`src/rtl/inst_buffer_nway_pkg.sv`:
```
`default_nettype none
// ============================================================================
// Module   : inst_buffer_nway_pkg
// Brief    : Shared defaults for the per-warp instruction buffer.
//            Optional feature macro: INSTBUF_PERF_CNT_EN.
// Revision : 1.0 - initial release
// ============================================================================
package inst_buffer_nway_pkg;

    // Default sizing of the FastLanes SM instruction buffer.
    localparam int C_NUM_WARP_DEF     = 4;
    localparam int C_NUM_WARP_LOG_DEF = 2;
    localparam int C_DEPTH_DEF        = 4;
    localparam int C_DEPTH_LOG_DEF    = 2;
    localparam int C_PKT_W_DEF        = 182;

    // Arbiter pointer value after reset.
    // This setting makes the first round-robin search start at warp 0.
    function automatic int prewarp_start(input int num_warp);
        return num_warp - 1;
    endfunction

endpackage
`default_nettype wire

```
`src/rtl/inst_buffer_nway_rr_arbiter.sv`:
```
`default_nettype none
// ============================================================================
// Module   : inst_buffer_nway_rr_arbiter
// Brief    : Combinational round-robin warp arbiter. Search starts at
//            preWarp+1, wraps, and the first ready warp wins.
// Revision : 1.0 - initial release
// ============================================================================
module inst_buffer_nway_rr_arbiter
    import inst_buffer_nway_pkg::*;
#(
    parameter int NUM_WARP     = C_NUM_WARP_DEF,
    parameter int NUM_WARP_LOG = C_NUM_WARP_LOG_DEF
)(
    input  logic [NUM_WARP_LOG-1:0] preWarp,
    input  logic [NUM_WARP-1:0]     readyVector,
    output logic [NUM_WARP_LOG-1:0] grantWarp,
    output logic                    anyGrant
);

    // Walk the candidates farthest-first, so the nearest ready warp after preWarp
    // makes the last assignment and wins.
    always_comb begin
        logic [NUM_WARP_LOG-1:0] w_idx;
        w_idx     = '0;
        grantWarp = '0;
        anyGrant  = |readyVector;
        for (int i = NUM_WARP; i >= 1; i--) begin
            w_idx = preWarp + NUM_WARP_LOG'(i);
            if (readyVector[w_idx]) begin
                grantWarp = w_idx;
            end
        end
    end

endmodule
`default_nettype wire

```
`src/rtl/inst_buffer_nway.sv`:
```
`default_nettype none
// ============================================================================
// Module   : inst_buffer_nway
// Brief    : Per-warp in-order instruction queues between decode and select,
//            two-packet enqueue per cycle, round-robin single issue with
//            registered outputs, per-warp flush, global stall, sticky overflow.
//            Optional feature macro: INSTBUF_PERF_CNT_EN (issue/hazard counters).
// Revision : 1.0 - initial release
// ============================================================================
module inst_buffer_nway
    import inst_buffer_nway_pkg::*;
#(
    parameter int NUM_WARP     = C_NUM_WARP_DEF,
    parameter int NUM_WARP_LOG = C_NUM_WARP_LOG_DEF,
    parameter int DEPTH        = C_DEPTH_DEF,
    parameter int DEPTH_LOG    = C_DEPTH_LOG_DEF,
    parameter int PKT_W        = C_PKT_W_DEF
)(
    input  logic                    clk,
    input  logic                    reset,
    input  logic [NUM_WARP_LOG-1:0] decodedWarp_i,
    input  logic                    decodedPacket0Valid_i,
    input  logic                    decodedPacket1Valid_i,
    input  logic [PKT_W-1:0]        decodedPacket0_i,
    input  logic [PKT_W-1:0]        decodedPacket1_i,
    input  logic [NUM_WARP-1:0]     hazardVector_i,
    input  logic                    toSelectReady_i,
    input  logic                    flush_i,
    input  logic [NUM_WARP_LOG-1:0] flushWarp_i,
    input  logic                    stall_i,
    output logic [NUM_WARP-1:0]     warpValidVector_o,
    output logic [NUM_WARP-1:0]     warpFullVector_o,
    output logic [NUM_WARP_LOG-1:0] selectedWarp_o,
    output logic                    selectedPacketValid_o,
    output logic [PKT_W-1:0]        selectedPacket_o,
    output logic                    overflowErr_o
`ifdef INSTBUF_PERF_CNT_EN
    ,
    output logic [31:0]             issueCount_o,
    output logic [31:0]             hazardStallCount_o
`endif
);

    localparam logic [DEPTH_LOG:0]      C_DEPTH         = (DEPTH_LOG+1)'(DEPTH);
    localparam logic [DEPTH_LOG:0]      C_TWO           = (DEPTH_LOG+1)'(2);
    localparam logic [NUM_WARP_LOG-1:0] C_PREWARP_START = NUM_WARP_LOG'(prewarp_start(NUM_WARP));

    logic [PKT_W-1:0]        r_mem    [NUM_WARP][DEPTH];
    logic [DEPTH_LOG-1:0]    r_rd_ptr [NUM_WARP];
    logic [DEPTH_LOG-1:0]    r_wr_ptr [NUM_WARP];
    logic [DEPTH_LOG:0]      r_count  [NUM_WARP];
    logic [NUM_WARP_LOG-1:0] r_pre_warp;
    logic                    r_overflow;
    logic                    r_sel_valid;
    logic [NUM_WARP_LOG-1:0] r_sel_warp;
    logic [PKT_W-1:0]        r_sel_pkt;

    logic [DEPTH_LOG:0]      w_free     [NUM_WARP];
    logic [DEPTH_LOG:0]      w_enq_cnt  [NUM_WARP];
    logic [NUM_WARP-1:0]     w_deq;
    logic [NUM_WARP-1:0]     w_flush_hit;
    logic [NUM_WARP-1:0]     w_ready;
    logic [NUM_WARP-1:0]     w_valid_vec;
    logic [NUM_WARP-1:0]     w_full_vec;
    logic [NUM_WARP_LOG-1:0] w_grant_warp;
    logic                    w_any_grant;
    logic                    w_flush_act;
    logic                    w_fire;
    logic                    w_enq_ok;
    logic [DEPTH_LOG:0]      w_dec_free;
    logic [DEPTH_LOG:0]      w_n_req;
    logic [DEPTH_LOG:0]      w_n_enq;
    logic                    w_ovf_evt;
    logic [PKT_W-1:0]        w_pkt_a;
    logic [DEPTH_LOG-1:0]    w_wr_a;
    logic [DEPTH_LOG-1:0]    w_wr_b;

    // Per-warp occupancy status derived from the registered counts.
    always_comb begin
        for (int w = 0; w < NUM_WARP; w++) begin
            w_free[w]      = C_DEPTH - r_count[w];
            w_valid_vec[w] = (r_count[w] != '0);
            w_full_vec[w]  = (w_free[w] < C_TWO);
            w_ready[w]     = w_valid_vec[w] & ~hazardVector_i[w];
        end
    end

    inst_buffer_nway_rr_arbiter #(
        .NUM_WARP     (NUM_WARP),
        .NUM_WARP_LOG (NUM_WARP_LOG)
    ) u_arb (
        .preWarp     (r_pre_warp),
        .readyVector (w_ready),
        .grantWarp   (w_grant_warp),
        .anyGrant    (w_any_grant)
    );

    // Grant and enqueue decisions. Free space uses the pre-cycle count, so a
    // same-cycle dequeue never makes room for an incoming packet.
    always_comb begin
        w_flush_act = flush_i & ~stall_i;
        w_fire      = w_any_grant & toSelectReady_i & ~stall_i &
                      ~(w_flush_act & (flushWarp_i == w_grant_warp));
        w_enq_ok    = ~stall_i & ~(w_flush_act & (flushWarp_i == decodedWarp_i));
        w_dec_free  = w_free[decodedWarp_i];
        w_n_req     = (DEPTH_LOG+1)'(decodedPacket0Valid_i) + (DEPTH_LOG+1)'(decodedPacket1Valid_i);
        w_n_enq     = '0;
        w_ovf_evt   = 1'b0;
        if (w_enq_ok) begin
            w_n_enq   = (w_n_req > w_dec_free) ? w_dec_free : w_n_req;
            w_ovf_evt = (w_n_req > w_dec_free);
        end
        // A lone packet1 still lands at the tail slot.
        w_pkt_a = decodedPacket0Valid_i ? decodedPacket0_i : decodedPacket1_i;
        w_wr_a  = r_wr_ptr[decodedWarp_i];
        w_wr_b  = w_wr_a + DEPTH_LOG'(1);
        for (int w = 0; w < NUM_WARP; w++) begin
            w_enq_cnt[w]   = (decodedWarp_i == NUM_WARP_LOG'(w)) ? w_n_enq : '0;
            w_deq[w]       = w_fire & (w_grant_warp == NUM_WARP_LOG'(w));
            w_flush_hit[w] = w_flush_act & (flushWarp_i == NUM_WARP_LOG'(w));
        end
    end

    // Packet storage: up to two writes per cycle into the decoded warp's queue.
    always_ff @(posedge clk) begin
        if (w_n_enq != '0) begin
            r_mem[decodedWarp_i][w_wr_a] <= w_pkt_a;
        end
        if (w_n_enq == C_TWO) begin
            r_mem[decodedWarp_i][w_wr_b] <= decodedPacket1_i;
        end
    end

    // Queue pointers and counts. A flush wins over any same-cycle activity.
    always_ff @(posedge clk or posedge reset) begin
        if (reset) begin
            for (int w = 0; w < NUM_WARP; w++) begin
                r_rd_ptr[w] <= '0;
                r_wr_ptr[w] <= '0;
                r_count[w]  <= '0;
            end
        end else begin
            for (int w = 0; w < NUM_WARP; w++) begin
                if (w_flush_hit[w]) begin
                    r_rd_ptr[w] <= '0;
                    r_wr_ptr[w] <= '0;
                    r_count[w]  <= '0;
                end else begin
                    r_wr_ptr[w] <= r_wr_ptr[w] + w_enq_cnt[w][DEPTH_LOG-1:0];
                    r_rd_ptr[w] <= r_rd_ptr[w] + DEPTH_LOG'(w_deq[w]);
                    r_count[w]  <= r_count[w] + w_enq_cnt[w] - (DEPTH_LOG+1)'(w_deq[w]);
                end
            end
        end
    end

    // Registered issue towards select; all outputs hold while stalled.
    always_ff @(posedge clk or posedge reset) begin
        if (reset) begin
            r_sel_valid <= 1'b0;
            r_sel_warp  <= '0;
            r_sel_pkt   <= '0;
            r_pre_warp  <= C_PREWARP_START;
        end else if (!stall_i) begin
            if (w_fire) begin
                r_sel_valid <= 1'b1;
                r_sel_warp  <= w_grant_warp;
                r_sel_pkt   <= r_mem[w_grant_warp][r_rd_ptr[w_grant_warp]];
                r_pre_warp  <= w_grant_warp;
            end else begin
                r_sel_valid <= 1'b0;
                r_sel_warp  <= '0;
                r_sel_pkt   <= '0;
            end
        end
    end

    // Sticky overflow: set whenever a packet is dropped for lack of space.
    always_ff @(posedge clk or posedge reset) begin
        if (reset) begin
            r_overflow <= 1'b0;
        end else if (w_ovf_evt) begin
            r_overflow <= 1'b1;
        end
    end

`ifdef INSTBUF_PERF_CNT_EN
    logic [31:0] r_issue_cnt;
    logic [31:0] r_haz_cnt;

    // Issue and hazard-stall counters, frozen during global stalls.
    always_ff @(posedge clk or posedge reset) begin
        if (reset) begin
            r_issue_cnt <= '0;
            r_haz_cnt   <= '0;
        end else if (!stall_i) begin
            if (w_fire) begin
                r_issue_cnt <= r_issue_cnt + 32'd1;
            end
            if ((|w_valid_vec) && !(|w_ready)) begin
                r_haz_cnt <= r_haz_cnt + 32'd1;
            end
        end
    end

    assign issueCount_o       = r_issue_cnt;
    assign hazardStallCount_o = r_haz_cnt;
`else
    // Counters are not built in this configuration.
`endif

    assign warpValidVector_o     = w_valid_vec;
    assign warpFullVector_o      = w_full_vec;
    assign selectedWarp_o        = r_sel_warp;
    assign selectedPacketValid_o = r_sel_valid;
    assign selectedPacket_o      = r_sel_pkt;
    assign overflowErr_o         = r_overflow;

endmodule
`default_nettype wire

```
`config.mk`:
```
export PLATFORM = sky130hd
export DESIGN_NAME = inst_buffer_nway
export DESIGN_NICKNAME = d
export VERILOG_FILES = /design/src/rtl/inst_buffer_nway_pkg.sv /design/src/rtl/inst_buffer_nway_rr_arbiter.sv /design/src/rtl/inst_buffer_nway.sv
export SDC_FILE = /design/constraint.sdc
export NUM_CORES = 2
export LEC_CHECK = 0
export BUFFER_PORTS_ARGS = -buffer_cell sky130_fd_sc_hd__buf_2
export CAP_MARGIN = 10
export CORE_ASPECT_RATIO = 1.75
export CORE_MARGIN = 1.5
export CORE_UTILIZATION = 27
export CTS_CLUSTER_DIAMETER = 30
export DETAILED_ROUTE_END_ITERATION = 6
export HOLD_SLACK_MARGIN = 0.15
export PLACE_DENSITY_LB_ADDON = 0.1
export SYNTH_ARGS = -nofsm -noshare
export SYNTH_HDL_FRONTEND = slang
export SYNTH_SLANG_ARGS = --single-unit
```
`constraint.sdc`:
```
create_clock -name clk -period 25 [get_ports clk]
set_clock_uncertainty 0.2 [all_clocks]
set_input_delay 3.75 -clock clk [delete_from_list [all_inputs] [get_ports clk]]
set_output_delay 3.75 -clock clk [all_outputs]
set_load 0.05 [all_outputs]
```
==> results by group <==
Status
  • Status: complete, no violations

STA
  • Final setup margin: between 15000 and 20000 ps
  • F_max: between 100 and 150 MHz
  • Slew of the pin with the lowest slew margin: between 1000 and 1500 ps
  • Unrepaired setup endpoints after global routing: false
  • Slew HR: 0.165
  • Fin. Hold Viols: 0
  • Final setup fails: 0
  • Final Slew Violations: 0
  • Setup TNS: 0 ps
  • Min Tclk post-route: ~9000 ps
  • Final period utilization: 0.360

Floorplanning
  • Core area: approximately 490000 um2
  • Total die area: between 400000 and 500000 um2
  • Die Width: ~530 um
  • Die Span Y: roughly 930 um
  • Row Count: 339
  • Io pins: approximately 570
  • Starting Density: 0.271

Yosys
  • Average size of a mapped cell: 15.9 um2
  • Cell area after synthesis: ~130000 um2
  • Sequential area share after synthesis: 0.706
  • Post-synth top flop: edfxtp_1
  • Distinct cell type count after synthesis: 57
  • Asr flop ratio synth: 0.0691
  • Flops & latches, synth: between 3000 and 4000
  • Post-synth EDFFs: about 2900
  • Count of warnings emitted by yosys: 0
  • Syn Inst Count: between 8000 and 9000
  • Syn nets: 8700

Placed design
  • Buffers on Ports: around 570
  • Pre-CTS setup slack: about 15000 ps
  • Post-DP HPWL: between 200 and 300 mm
  • GP Congestion: 0.731

Setup path
  • R2r endpoint: selectedPacket_o[59]$_DFFE_PP0N_
  • CP Class: in2reg
  • Kind of end point of the critical path: flip-flop
  • Worst Path Max Fanout: 55
  • Origin of the critical flop-to-flop path: r_count[6]$_DFF_PP0_
  • WP data required: 25660 ps
  • Worst r2r path cells: 14
  • CP startpoint kind: primary input
  • Critical path arrival: 9670 ps
  • R2r setup slk: 17850 ps

Pwr
  • Comb power frac: 0.346
  • Worst vdd ir: roughly 0.19 mV
  • Pint: roughly 0.014 W
  • Switching Fraction: 0.367
  • Pwr Density: ~140 nW/um2
  • Net Sw Power: approximately 0.008 W
  • Sequential Power Share: 0.301
  • Lkg Pwr: 58.9 nW
  • Clock share of power: 0.353

Clocking
  • Clk root buf: clkbuf_16
  • Max Buffers Root-to-Sink: 4
  • Setup bufs post-CTS: 0
  • Post-CTS sizing: 0
  • # H-tree levels: 6
  • TritonCTS Sinks: around 3100
  • CTS buffer count: 564
  • Worst-skew pair later-pin latency: around 1100 ps
  • Hold buffers post-CTS: 0
  • CTS tree: yes
  • Clk slew on worst S/H paths: roughly 50 ps

GRT
  • Largest net degree at the start of global routing: ~170
  • Antenna violations before repair: between 150 and 200
  • First-pass GRT wire length: roughly 650 mm
  • Overflow after GRT: 0
  • Total track usage: 0.189
  • Vias in the first global route: 83030

Final layout
  • Ratio of cells with drive above 1 in the final layout: 0.197
  • Layout Nets: ~9500
  • # fillers: between 40000 and 50000
  • P&R area growth vs syn: 22.4%

Worst hold path
  • Hold depth: 1
  • Hold crit path type: reg2reg
  • Hold Path Origin: overflowErr_o$_DFFE_PP0P_
  • Hold endpoint: overflowErr_o$_DFFE_PP0P_

Route
  • Vias: between 70000 and 80000
  • ANT nets after route: 0
  • Pre-antenna DRT Iters: 7
  • DR WL/cell: approximately 30 um
  • Post-route DRC violation count: 0
  • Drt first-iter violations: approximately 4900
  • DR vias/cell: 4.85
  • Final wirelength: 475 mm

Run
  • Max Cap Viol: 0
## how the worst max path moves through the flow
stage / endpoint / from / slack [ps] / depth (start not counted)
detailed placement: selectedPacket_o[46]$_DFFE_PP0N_ / hazardVector_i[0] / 14830 / 13
global placement: selectedPacket_o[68]$_DFFE_PP0N_ / hazardVector_i[0] / 14830 / 13
global route: selectedPacket_o[67]$_DFFE_PP0N_ / hazardVector_i[0] / 15620 / 13
finish: selectedPacket_o[59]$_DFFE_PP0N_ / hazardVector_i[0] / 15990 / 13
floorplan: r_mem[0][0]$_DFFE_PP_ / decodedWarp_i[1] / 10680 / 11
CTS: selectedPacket_o[69]$_DFFE_PP0N_ / hazardVector_i[0] / 15990 / 13
## routing by layer
layer,track usage,routed length [um],vias up
met3,0.0370,24000,868
met2,0.339,244000,2035
met1,0.228,194000,41019
li1,-,-,33939
met4,0.0513,12500,116
met5,0,762,-
## through the flow
stage / utilization / power [W] / cell area [um2] / hold WS, ps / cells
floorplan: - / 0.0120 / 132000 / 245 / 8294
global placement: 0.291 / 0.0143 / 142000 / 257 / 14976
detailed placement: 0.291 / 0.0144 / 142000 / 261 / 14976
CTS: 0.331 / 0.0222 / 161000 / 272 / 16018
global route: 0.331 / 0.0229 / 161000 / 289 / 16029
finish: 0.331 / 0.0218 / 161000 / 268 / 16064
## registers in the layout, summed over array words and instances (netlist names)
signal / flops
overflowErr_o: 1
r_count: 12
r_mem: 2912
r_pre_warp: 2
r_rd_ptr: 8
r_wr_ptr: 8
selectedPacketValid_o: 1
selectedPacket_o: 182
selectedWarp_o: 2
## area by class of cell
cell class	count	area, um2	share of cell area
timing repair buffer	756	4570	0.0284
antenna	46	115	0.000715
tap	6479	8110	0.0503
clock inverter	353	4230	0.0262
inverter	24	97.6	0.000606
clock buffer	689	15100	0.0935
multi-input combinational	4589	36100	0.224
sequential	3128	92900	0.576
## Yosys cell counts, types with 2 or more instances
cell type	count	area (um2)
a21o_1	2	15.0
a21oi_1	731	3660
a22oi_1	364	2730
and2_1	9	56.3
and3_1	4	25.0
buf_1	16	60.1
buf_2	144	721
buf_4	117	878
buf_6	12	135
clkbuf_1	264	991
dfrtp_1	214	5360
dfstp_2	2	52.6
edfxtp_1	2912	87400
fa_1	4	80.1
ha_1	23	288
inv_1	24	90.1
mux2_1	555	6250
mux2_2	173	1950
mux2i_1	1464	14700
mux4_2	5	113
nand2_1	940	3530
nand2b_1	8	50.1
nand3_1	7	35.0
nand4_1	3	18.8
nor2_1	40	150
nor2b_1	10	62.6
nor3_1	2	10.0
o211ai_1	2	15.0
o21ai_0	4	20.0
o21ai_1	5	25.0
o221ai_1	172	1510
o221ai_2	10	150
o31ai_1	2	15.0
or2_1	2	12.5
or2_2	3	18.8
or4_1	3	22.5
xnor2_1	22	193
## worst max-delay path, cell delays in order
cell,delay (ps)
buf_2,100
nor2_1,80
nor4b_1,600
or4_4,720
buf_4,610
buf_4,600
buf_4,780
buf_4,730
buf_4,750
mux2i_1,280
mux2i_1,90
mux2i_1,180
o221ai_1,130
## layout by cell type (no fill, tap or decap), drive strengths merged, types with 10 or more instances in the layout
cell type	netlist	final
inv	24	70
xnor2	23	23
buf	289	756
nor2	40	40
a21oi	731	731
edfxtp	2912	2912
bufinv	0	55
o221ai	182	182
a22oi	364	364
dfrtp	214	214
mux2i	1464	1464
clkbuf	264	689
nor2b	10	10
clkinv	0	208
nand2	940	940
mux2	728	728
ha	23	23
clkinvlp	0	44
diode	0	46
## power by group through the flow
| stage | combinational (W) | clock [W] | sequential (W) |
|---|---|---|---|
| floorplan | 0.00495 | 0 | 0.00701 |
| global placement | 0.00766 | 0 | 0.00666 |
| detailed placement | 0.00774 | 0 | 0.00666 |
| CTS | 0.00775 | 0.00787 | 0.00657 |
| global route | 0.00818 | 0.00808 | 0.00660 |
| finish | 0.00756 | 0.00770 | 0.00656 |
## kinds of logic (layout without fill, tap and decap cells)
logic type               count (synthesis)  count (layout)  share of synthesized area
flip-flops                            3128            3128                      0.706
buffers and inverters                  577            1822                     0.0219
other                                    0              46                          0
AND/OR/NAND/NOR                       1038            1038                     0.0308
multiplexers                          2197            2197                      0.175
XOR/XNOR                                24              24                    0.00165
adder cells (fa/ha/maj)                 27              27                    0.00280
AO/OA/AOI/OAI                         1303            1303                     0.0626
(Power assumes the default switching activity.)
